==> config.mk <==
export PLATFORM = sky130hd
export DESIGN_NAME = ddr3_traffic_monitor
export DESIGN_NICKNAME = d
export VERILOG_FILES = /design/src/rtl/ddr3_mon_pkg.sv /design/src/rtl/ddr3_stall_tracker.sv /design/src/rtl/ddr3_traffic_monitor.sv
export SDC_FILE = /design/constraint.sdc
export NUM_CORES = 1
export LEC_CHECK = 0
export CAP_MARGIN = 20
export CORE_UTILIZATION = 44
export CTS_BUF_LIST = sky130_fd_sc_hd__clkbuf_2 sky130_fd_sc_hd__clkbuf_4 sky130_fd_sc_hd__clkbuf_8
export CTS_CLUSTER_DIAMETER = 100
export DETAILED_ROUTE_END_ITERATION = 8
export PLACE_DENSITY = 0.74
export SLEW_MARGIN = 5
export SYNTH_ARGS = -nofsm -noshare
export SYNTH_HDL_FRONTEND = slang
export SYNTH_SLANG_ARGS = --single-unit
==> constraint.sdc <==
create_clock -name ui_clk -period 12.6 [get_ports ui_clk]
set_clock_uncertainty 0.2 [all_clocks]
set_input_delay 2.52 -clock ui_clk [delete_from_list [all_inputs] [get_ports ui_clk]]
set_output_delay 2.52 -clock ui_clk [all_outputs]
set_load 0.05 [all_outputs]
==> src/rtl/ddr3_mon_pkg.sv <==
// DDR3 traffic monitor shared definitions.
// Command encodings, snapshot FSM states and the decoded event bundle.
package ddr3_mon_pkg;

    localparam logic [2:0] CMD_READ  = 3'b001;
    localparam logic [2:0] CMD_WRITE = 3'b000;

    typedef enum logic [1:0] {
        ST_IDLE,
        ST_COUNT,
        ST_LOAD
    } snap_state_e;

    typedef struct packed {
        logic rd_acc;
        logic rd_stall;
        logic wr_acc;
        logic wr_stall;
    } mon_ev_t;

    function automatic mon_ev_t decode_ev(
        input logic       en,
        input logic       app_en,
        input logic       app_rdy,
        input logic [2:0] app_cmd,
        input logic       wdf_wren,
        input logic       wdf_rdy
    );
        mon_ev_t ev;
        logic    is_rd;
        logic    is_wr;
        is_rd       = app_en && (app_cmd == CMD_READ);
        is_wr       = app_en && (app_cmd == CMD_WRITE);
        ev.rd_acc   = en && is_rd && app_rdy;
        ev.rd_stall = en && is_rd && !app_rdy;
        ev.wr_acc   = en && is_wr && app_rdy;
        ev.wr_stall = en && ((is_wr && !app_rdy) ||
                             (wdf_wren && !wdf_rdy));
        return ev;
    endfunction

endpackage

==> src/rtl/ddr3_stall_tracker.sv <==
// Consecutive stall run length and longest run seen, both saturating.
// peak_o folds any run still in progress into the maximum.
import ddr3_mon_pkg::*;

module ddr3_stall_tracker #(
    parameter int pW = 16
) (
    input  logic          clk,
    input  logic          rst,
    input  logic          en_i,
    input  logic          clr_i,
    input  logic          stall_i,
    output logic [pW-1:0] peak_o
);

    localparam logic [pW-1:0] ONE = pW'(1);

    logic [pW-1:0] run_d;
    logic [pW-1:0] run_q;
    logic [pW-1:0] max_d;
    logic [pW-1:0] max_q;

    // extend the run on stall; close it into max otherwise
    always_comb begin
        run_d = run_q;
        max_d = max_q;
        if (clr_i) begin
            run_d = '0;
            max_d = '0;
        end else if (!en_i || !stall_i) begin
            if (run_q > max_q) begin
                max_d = run_q;
            end
            run_d = '0;
        end else begin
            if (run_q != '1) begin
                run_d = run_q + ONE;
            end
            if ((run_d == '1) && (run_d > max_q)) begin
                max_d = run_d;
            end
        end
    end

    // run and max registers
    always_ff @(posedge clk or posedge rst) begin
        if (rst) begin
            run_q <= '0;
            max_q <= '0;
        end else begin
            run_q <= run_d;
            max_q <= max_d;
        end
    end

    assign peak_o = (run_q > max_q) ? run_q : max_q;

endmodule

==> src/rtl/ddr3_traffic_monitor.sv <==
// Passive DDR3 UI-side traffic monitor with periodic stable snapshots.
// Live counters accumulate until clear; snapshots copy them in LOAD.
import ddr3_mon_pkg::*;

module ddr3_traffic_monitor #(
    parameter int pCOUNT_WIDTH = 32,
    parameter int pSTALL_WIDTH = 16,
    parameter int pSNAP_PERIOD = 1024
) (
    input  logic                    ui_clk,
    input  logic                    reset_i,
    input  logic                    enable_i,
    input  logic                    clear_i,
    input  logic                    app_en,
    input  logic                    app_rdy,
    input  logic [2:0]              app_cmd,
    input  logic                    app_wdf_wren,
    input  logic                    app_wdf_rdy,
    output logic [pCOUNT_WIDTH-1:0] read_read_o,
    output logic [pCOUNT_WIDTH-1:0] read_idle_o,
    output logic [pCOUNT_WIDTH-1:0] write_write_o,
    output logic [pCOUNT_WIDTH-1:0] write_idle_o,
    output logic [pSTALL_WIDTH-1:0] max_read_stall_o,
    output logic [pSTALL_WIDTH-1:0] max_write_stall_o,
    output logic                    snap_toggle_o
);

    localparam int PW = (pSNAP_PERIOD > 1) ? $clog2(pSNAP_PERIOD) : 1;
    localparam logic [PW-1:0] TERM = PW'(pSNAP_PERIOD - 1);
    localparam logic [PW-1:0] P_ONE = PW'(1);
    localparam logic [pCOUNT_WIDTH-1:0] C_ONE = pCOUNT_WIDTH'(1);

    typedef logic [pCOUNT_WIDTH-1:0] cnt_t;
    typedef logic [pSTALL_WIDTH-1:0] stl_t;

    function automatic cnt_t sat_inc(input cnt_t c, input logic hit);
        return (hit && (c != '1)) ? c + C_ONE : c;
    endfunction

    mon_ev_t ev_d;
    mon_ev_t ev_q;
    logic    en_d;
    logic    en_q;

    cnt_t rd_cnt_d;
    cnt_t rd_cnt_q;
    cnt_t rd_idle_d;
    cnt_t rd_idle_q;
    cnt_t wr_cnt_d;
    cnt_t wr_cnt_q;
    cnt_t wr_idle_d;
    cnt_t wr_idle_q;

    stl_t rd_peak;
    stl_t wr_peak;

    snap_state_e state_d;
    snap_state_e state_q;
    logic [PW-1:0] per_d;
    logic [PW-1:0] per_q;
    logic pend_d;
    logic pend_q;
    logic load;

    cnt_t s_rd_d;
    cnt_t s_rd_q;
    cnt_t s_ri_d;
    cnt_t s_ri_q;
    cnt_t s_wr_d;
    cnt_t s_wr_q;
    cnt_t s_wi_d;
    cnt_t s_wi_q;
    stl_t s_mr_d;
    stl_t s_mr_q;
    stl_t s_mw_d;
    stl_t s_mw_q;
    logic tog_d;
    logic tog_q;

    // decode stage; clear flushes events in flight
    always_comb begin
        ev_d = decode_ev(enable_i, app_en, app_rdy, app_cmd,
                         app_wdf_wren, app_wdf_rdy);
        en_d = enable_i;
        if (clear_i) begin
            ev_d = '0;
            en_d = 1'b0;
        end
    end

    // decode pipeline register
    always_ff @(posedge ui_clk or posedge reset_i) begin
        if (reset_i) begin
            ev_q <= '0;
            en_q <= 1'b0;
        end else begin
            ev_q <= ev_d;
            en_q <= en_d;
        end
    end

    // saturating live event counters
    always_comb begin
        rd_cnt_d  = sat_inc(rd_cnt_q, ev_q.rd_acc);
        rd_idle_d = sat_inc(rd_idle_q, ev_q.rd_stall);
        wr_cnt_d  = sat_inc(wr_cnt_q, ev_q.wr_acc);
        wr_idle_d = sat_inc(wr_idle_q, ev_q.wr_stall);
        if (clear_i) begin
            rd_cnt_d  = '0;
            rd_idle_d = '0;
            wr_cnt_d  = '0;
            wr_idle_d = '0;
        end
    end

    // live counter registers
    always_ff @(posedge ui_clk or posedge reset_i) begin
        if (reset_i) begin
            rd_cnt_q  <= '0;
            rd_idle_q <= '0;
            wr_cnt_q  <= '0;
            wr_idle_q <= '0;
        end else begin
            rd_cnt_q  <= rd_cnt_d;
            rd_idle_q <= rd_idle_d;
            wr_cnt_q  <= wr_cnt_d;
            wr_idle_q <= wr_idle_d;
        end
    end

    ddr3_stall_tracker #(
        .pW (pSTALL_WIDTH)
    ) u_rd_trk (
        .clk     (ui_clk),
        .rst     (reset_i),
        .en_i    (en_q),
        .clr_i   (clear_i),
        .stall_i (ev_q.rd_stall),
        .peak_o  (rd_peak)
    );

    ddr3_stall_tracker #(
        .pW (pSTALL_WIDTH)
    ) u_wr_trk (
        .clk     (ui_clk),
        .rst     (reset_i),
        .en_i    (en_q),
        .clr_i   (clear_i),
        .stall_i (ev_q.wr_stall),
        .peak_o  (wr_peak)
    );

    // snapshot sequencing; a clear queues one LOAD after it drops
    always_comb begin
        state_d = state_q;
        per_d   = per_q;
        pend_d  = pend_q;
        load    = 1'b0;
        if (clear_i) begin
            per_d   = '0;
            pend_d  = 1'b1;
            state_d = enable_i ? ST_COUNT : ST_IDLE;
        end else if (pend_q) begin
            per_d   = '0;
            pend_d  = 1'b0;
            state_d = ST_LOAD;
        end else begin
            unique case (state_q)
                ST_IDLE: begin
                    per_d = '0;
                    if (enable_i) begin
                        state_d = ST_COUNT;
                    end
                end
                ST_COUNT: begin
                    if (!enable_i || (per_q == TERM)) begin
                        per_d   = '0;
                        state_d = ST_LOAD;
                    end else begin
                        per_d = per_q + P_ONE;
                    end
                end
                ST_LOAD: begin
                    load    = 1'b1;
                    per_d   = '0;
                    state_d = enable_i ? ST_COUNT : ST_IDLE;
                end
                default: begin
                    per_d   = '0;
                    state_d = ST_IDLE;
                end
            endcase
        end
    end

    // FSM registers
    always_ff @(posedge ui_clk or posedge reset_i) begin
        if (reset_i) begin
            state_q <= ST_IDLE;
            per_q   <= '0;
            pend_q  <= 1'b0;
        end else begin
            state_q <= state_d;
            per_q   <= per_d;
            pend_q  <= pend_d;
        end
    end

    // snapshot copy; outputs move only on load
    always_comb begin
        s_rd_d = s_rd_q;
        s_ri_d = s_ri_q;
        s_wr_d = s_wr_q;
        s_wi_d = s_wi_q;
        s_mr_d = s_mr_q;
        s_mw_d = s_mw_q;
        tog_d  = tog_q;
        if (load) begin
            s_rd_d = rd_cnt_q;
            s_ri_d = rd_idle_q;
            s_wr_d = wr_cnt_q;
            s_wi_d = wr_idle_q;
            s_mr_d = rd_peak;
            s_mw_d = wr_peak;
            tog_d  = ~tog_q;
        end
    end

    // snapshot registers
    always_ff @(posedge ui_clk or posedge reset_i) begin
        if (reset_i) begin
            s_rd_q <= '0;
            s_ri_q <= '0;
            s_wr_q <= '0;
            s_wi_q <= '0;
            s_mr_q <= '0;
            s_mw_q <= '0;
            tog_q  <= 1'b0;
        end else begin
            s_rd_q <= s_rd_d;
            s_ri_q <= s_ri_d;
            s_wr_q <= s_wr_d;
            s_wi_q <= s_wi_d;
            s_mr_q <= s_mr_d;
            s_mw_q <= s_mw_d;
            tog_q  <= tog_d;
        end
    end

    assign read_read_o       = s_rd_q;
    assign read_idle_o       = s_ri_q;
    assign write_write_o     = s_wr_q;
    assign write_idle_o      = s_wi_q;
    assign max_read_stall_o  = s_mr_q;
    assign max_write_stall_o = s_mw_q;
    assign snap_toggle_o     = tog_q;

endmodule
==> results of run 1 <==
## stage by stage
step                      hold WS, ns  power [mW]  utilization (%)  worst slack (ns)
after CTS                       0.272        2.91             53.2              7.83
after global placement          0.255        1.72             49.8              7.27
final                           0.271        2.88             53.2              7.81
after global routing            0.298        3.01             53.2              7.64
after floorplan                 0.248        1.60                -              4.90
after detailed placement        0.263        1.73             49.8              7.18
## metal layers
metal | up-vias | track usage, % | part of all wire, %
li1 | 6493 | - | -
met1 | 6880 | 28.8 | 44
met2 | 397 | 33.8 | 46
met3 | 78 | 5.43 | 7.3
met4 | 0 | 6.99 | 2.3
met5 | - | 0 | 0
## power by group
part	leakage (nW)	switching, mW	internal [mW]
sequential	5.11	0.0279	1.24
clock	0.732	0.503	0.662
combinational	3.95	0.308	0.142
## state kept, by name, indices dropped and copies added, names as in the netlist
| signal | cells |
|---|---|
| rd_cnt_q | 32 |
| rd_idle_q | 32 |
| read_idle_o | 32 |
| read_read_o | 32 |
| wr_cnt_q | 32 |
| wr_idle_q | 32 |
| write_idle_o | 32 |
| write_write_o | 32 |
| max_read_stall_o | 16 |
| max_write_stall_o | 16 |
| u_rd_trk.max_q | 16 |
| u_rd_trk.run_q | 16 |
| u_wr_trk.max_q | 16 |
| u_wr_trk.run_q | 16 |
| per_q | 10 |
| ev_q | 4 |
| state_q | 2 |
| en_q | 1 |
| pend_q | 1 |
| snap_toggle_o | 1 |
## kinds of logic (layout without fill, tap and decap cells)
group / count (synthesis) / in the layout
AND/OR/NAND/NOR: 630 / 630
buffers and inverters: 141 / 357
flip-flops: 371 / 371
XOR/XNOR: 126 / 126
adder cells (fa/ha/maj): 71 / 71
AO/OA/AOI/OAI: 242 / 242
multiplexers: 155 / 155
## final cells by class
class	instances	area share (%)
sequential	371	42.6
clock buffer	101	5.81
clock inverter	13	0.494
timing repair buffer	183	8.35
multi-input combinational	1224	38.6
inverter	60	1.05
tap	532	3.06
## critical path: cells and delay by family
| kind | cells | cell delay, ns |
|---|---|---|
| multiplexers | 1 | 0.41 |
| AND/OR/NAND/NOR | 1 | 0.64 |
| buffers and inverters | 3 | 1.42 |
## worst max-delay path by stage
stage | from | endpoint | slack (ns)
4_1_cts | clear_i | write_idle_o[1]$_DFFE_PP0P_ | 7.83
3_3_place_gp | clear_i | read_idle_o[3]$_DFFE_PP0P_ | 7.27
2_1_floorplan | reset_i | en_q$_DFF_PP0_ | 4.90
5_1_grt | clear_i | max_write_stall_o[7]$_DFFE_PP0P_ | 7.64
6_report | clear_i | max_write_stall_o[7]$_DFFE_PP0P_ | 7.81
3_5_place_dp | clear_i | read_idle_o[8]$_DFFE_PP0P_ | 7.18
## Yosys cell counts, types with 31 or more instances
library cell,n,area share (%)
mux2_2,129,7.9
o21ai_0,36,0.99
nand4_1,61,2.1
xor2_1,80,3.8
dfrtp_1,371,51
nor2_1,207,4.3
ha_1,71,4.9
clkbuf_1,60,1.2
nand3_1,71,1.9
a21oi_1,111,3.0
nor3_1,31,0.85
xnor2_1,46,2.2
inv_1,59,1.2
nand2_1,107,2.2
==> impl_metrics.csv, run 1 <==
group,metric,value,unit
worst_setup_path,r2r-end,"u_rd_trk.max_q[11]$_DFFE_PP0P_",
layout,nNetsFinal,1989,
synth,async_flop_share,100,%
sta,rsz0062_at_grt,"false",
worst_setup_path,timing.critical_path.mode_cell,"buf_4",
global_route,grt_antenna_before_repair,1,
clock_tree,htree_num_levels,3,
worst_setup_path,crit_type,"in -> reg",
worst_setup_path,cp_cell_sequence,"buf_4, clkinv_1, and3_4, buf_4, mux2_2",
synth,synth_edf_count,0,
power,power.density,132,nW/um^2
synth,synth-seq-area-share,50.8,%
floorplanning,die_height,206,um
sta,slew_headroom,30.9,%
sta,drv_slew,0,
clock_tree,cts.sinks,371,
clock_tree,cts-buffers-inserted,67,
sta,hold_viol,0,
worst_hold_path,hold_depth,1,
worst_hold_path,hold_path.class,"reg -> reg",
status,outcome,"completed",
place,gp_congestion,0.919,
worst_setup_path,worstPathArrival,5.06,ns
global_route,grt_max_degree,98,
synth,ys_ff_latch,371,
global_route,grtUsageTotal,21.5,%
sta,period_share,38.0,%
synth,synthSimpleGateAreaFrac,17.2,%
route,detail_route.first_pass.iterations,5,
synth,syn_inst,1736,
synth,ys.flop_type,"dfrtp_1",
layout,drive_gt1_share,14.2,%
worst_setup_path,r2r-start,"u_rd_trk.run_q[8]$_DFF_PP0_",
clock_tree,cts_tree,"done",
synth,postSynthAreaPerCell,10.5,um^2
worst_setup_path,cp-end-kind,"flop",
layout,antenna_cells,0,
sta,post-route-min-period,4.79,ns
worst_setup_path,rr_worst_depth,14,
synth,synth-xor-area-share,6.04,%
clock_tree,cts.path.max_buffers,3,
floorplanning,coreArea,40900,um^2
layout,final_area,21800,um^2
route,final_antenna_net_count,0,
place,portBuffers,171,
synth,syn_area,18300,um^2
worst_setup_path,r2r_slack,7.99,ns
worst_setup_path,path_max_fanout,93,
synth,yosysWarnings,0,
clock_tree,clkTransAtPathRegs,0.05,ns
floorplanning,ios,172,
layout,final_cells,2484,
global_route,grt_remaining_overflow,0,
layout,area_growth,19.2,%
sta,worst_pin_slew,1.04,ns
sta,fmax,0.209,GHz
synth,synth-compound-area-share,8.48,%
floorplanning,num_rows,74,
worst_hold_path,min_from,"snap_toggle_o$_DFFE_PP0P_",
layout,nFillCells,3615,
global_route,grt_pass1_wl,72300,um
power,irDropWorstVdd,99.6,uV
floorplanning,die_w,206,um
layout,final_common_cell,"dfrtp_1",
synth,synth_top_family_by_area,"simple AND/OR/NAND/NOR gates",
place,dpl.cell_count,2369,
power,p_leak,9.79,nW
floorplanning,die_area,42400,um^2
route,vias,13848,
route,routed_wl,44200,um
route,avgRoutedWirePerCell,17.8,um
place,detailed_place_hpwl,30700,um
clock_tree,ctsResizeCount,0,
worst_setup_path,max_stage_delay,0.88,ns
layout,regArea,9280,um^2
place,postPlaceCellArea,20400,um^2
clock_tree,worstSkewPairLatency,0.60,ns
layout,multi_input_area,8410,um^2
layout,final_cell_mix,"371 x dfrtp_1, 207 x nor2_1, 170 x clkdlybuf4s50_1",
clock_tree,cts_setup_buffers,0,
worst_setup_path,required,12.87,ns
worst_setup_path,cp_slowest_cell,"buf_4",
floorplanning,initial_core_util,44.7,%
synth,synth-adder-area-share,4.86,%
sta,setup_viol,0,
clock_tree,cts_hold_buf,0,
worst_hold_path,holdPathEnd,"snap_toggle_o$_DFFE_PP0P_",
global_route,grt_pass1_vias,13859,
synth,synth_nets,1818,
route,drcViolationCount,0,
route,first_iter_violations,872,
worst_setup_path,cp-start-kind,"input pin",
route,routed_via_density,5.57,
clock_tree,root_buffer,"clkbuf_8",
synth,synth_cell_types,71,
synth,synthMuxAreaShare,9.37,%
sta,setup-tns-final,0,ns
flow_run,max-cap-violations,0,
Note: power is estimated with default switching activity, not from simulation.
==> run 2, diff against run 1 <==
Clock period 12.6 ns to 3.91 ns, I/O delays scaled along.
==> impl_metrics.csv, run 2 (same netlist as run 1, synthesis figures left out) <==
group,metric,value,unit
route,detail_route.first_pass.iterations,5,
layout,fin_util,55.1,%
worst_setup_path,max_stage_delay,0.45,ns
global_route,grt_max_degree,145,
global_route,met2_usage,35.6,%
clock_tree,cts_hold_buf,0,
worst_setup_path,crit_type,"reg -> reg",
sta,worst_pin_slew,1.01,ns
sta,fmax,0.265,GHz
layout,final_cells,2553,
layout,nFillCells,3564,
floorplanning,die_w,206,um
worst_setup_path,cp_cell_sequence,"ha_4, nand3_1, buf_4, nor4_4, and2_4, a21o_1, ha_1, nor2b_1, o211ai_1, a2111oi_2, a211o_1, o2111a_2, nand2_1, a21oi_1, o221a_2",
layout,multi_input_area,8530,um^2
worst_setup_path,path_max_fanout,8,
clock_tree,root_buffer,"clkbuf_8",
worst_setup_path,required,4.24,ns
floorplanning,die_area,42400,um^2
place,dpl.cell_count,2434,
layout,final_area,22600,um^2
status,outcome,"completed",
power,p_leak,10.2,nW
worst_setup_path,cp-start-kind,"flop",
clock_tree,worstSkewPairLatency,0.66,ns
layout,nNetsFinal,2055,
clock_tree,htree_num_levels,2,
sta,hold_viol,0,
sta,drv_slew,0,
place,detailed_place_hpwl,31400,um
power,power.density,415,nW/um^2
global_route,grt_pass1_wl,74200,um
worst_setup_path,cp-end-kind,"flop",
place,gp_congestion,0.934,
worst_setup_path,worstPathArrival,4.10,ns
route,vias,13890,
clock_tree,cts-buffers-inserted,61,
clock_tree,cts.sinks,371,
place,portBuffers,171,
sta,timing.hold.ws,0.266,ns
floorplanning,die_height,206,um
power,irDropWorstVdd,298,uV
global_route,grt_pass1_vias,14073,
worst_setup_path,cp_slowest_cell,"dfrtp_1",
sta,period_share,96.5,%
worst_hold_path,hold_path.class,"reg -> reg",
worst_setup_path,critPathBufInv,1,
sta,slew_headroom,32.7,%
floorplanning,ios,172,
global_route,grt_remaining_overflow,0,
floorplanning,initial_core_util,44.7,%
layout,area_growth,23.4,%
clock_tree,cts.path.max_buffers,3,
global_route,grtUsageTotal,22.0,%
route,routed_via_density,5.44,
sta,post-route-min-period,3.77,ns
floorplanning,coreArea,40900,um^2
route,first_iter_violations,895,
clock_tree,cts_tree,"done",
layout,final_cell_mix,"369 x dfrtp_1, 204 x nor2_1, 170 x clkdlybuf4s50_1",
layout,final_common_cell,"dfrtp_1",
global_route,top_usage_layer,"met2",
global_route,met3_usage,4.75,%
route,routed_wl,45400,um
layout,drive_gt1_share,18.1,%
layout,regArea,9290,um^2
global_route,grt.met1_usage,29.8,%
global_route,grt_antenna_before_repair,1,
flow_run,max-cap-violations,0,
place,postPlaceCellArea,21000,um^2
route,final_antenna_net_count,0,
route,avgRoutedWirePerCell,17.8,um
sta,setup_viol,0,
floorplanning,num_rows,74,
clock_tree,clkTransAtPathRegs,0.06,ns
route,drcViolationCount,0,
worst_setup_path,crit_family,"compound AO/OA/AOI/OAI gates",
[run 2: per-layer routing]
metal,wire [um],up-vias
met2,21200,332
met3,2630,68
met4,881,0
met1,20700,6858
met5,0,-
li1,-,6632
[run 2: timing repair]
action	4_1_cts	5_1_grt
buffers inserted	0	8
endpoints found under the hold margin	0	0
resized for setup	0	30
setup endpoints to repair	0	30
[run 2: final timing paths]
check	start	cells after the start	slack (ns)	endpoint
setup / recovery	u_wr_trk.run_q[1]$_DFF_PP0_	15	0.14	u_wr_trk.max_q[9]$_DFFE_PP0P_
hold / removal	snap_toggle_o$_DFFE_PP0P_	1	0.27	snap_toggle_o$_DFFE_PP0P_
setup reg to reg	u_wr_trk.run_q[1]$_DFF_PP0_	15	0.14	u_wr_trk.max_q[9]$_DFFE_PP0P_
hold reg to reg	snap_toggle_o$_DFFE_PP0P_	1	0.27	snap_toggle_o$_DFFE_PP0P_
max in group asynchronous	reset_i	3	2.24	write_write_o[22]$_DFFE_PP0P_
min in group asynchronous	reset_i	2	0.34	rd_idle_q[21]$_DFFE_PP0P_
[run 2: stage by stage]
step	worst slack (ns)	TNS (ns)	total power [mW]
2_1_floorplan	-2.05	-761.34	5.14
3_3_place_gp	0.0809	0	5.58
3_5_place_dp	0.0782	0	5.60
4_1_cts	0.0441	0	9.46
5_1_grt	-0.0249	-0.0316	9.77
6_report	0.137	0	9.36
[run 2: layout make-up]
class                           instances  share of cell area, %
Sequential cell                       371                   41.2
Multi-Input combinational cell       1224                   37.8
Timing Repair Buffer                  255                   10.8
Clock buffer                           97                   5.50
Tap cell                              532                   2.95
Inverter                               60                   1.02
Clock inverter                         13                  0.732
Antenna cell                            1                 0.0111
[run 2: power by group]
group	switching (mW)	leakage, nW	internal (mW)	total [mW]
Combinational	1.01	4.38	0.472	1.48
Clock	1.60	0.743	2.21	3.81
Sequential	0.0825	5.10	3.98	4.07
Total	2.69	10.2	6.67	9.36
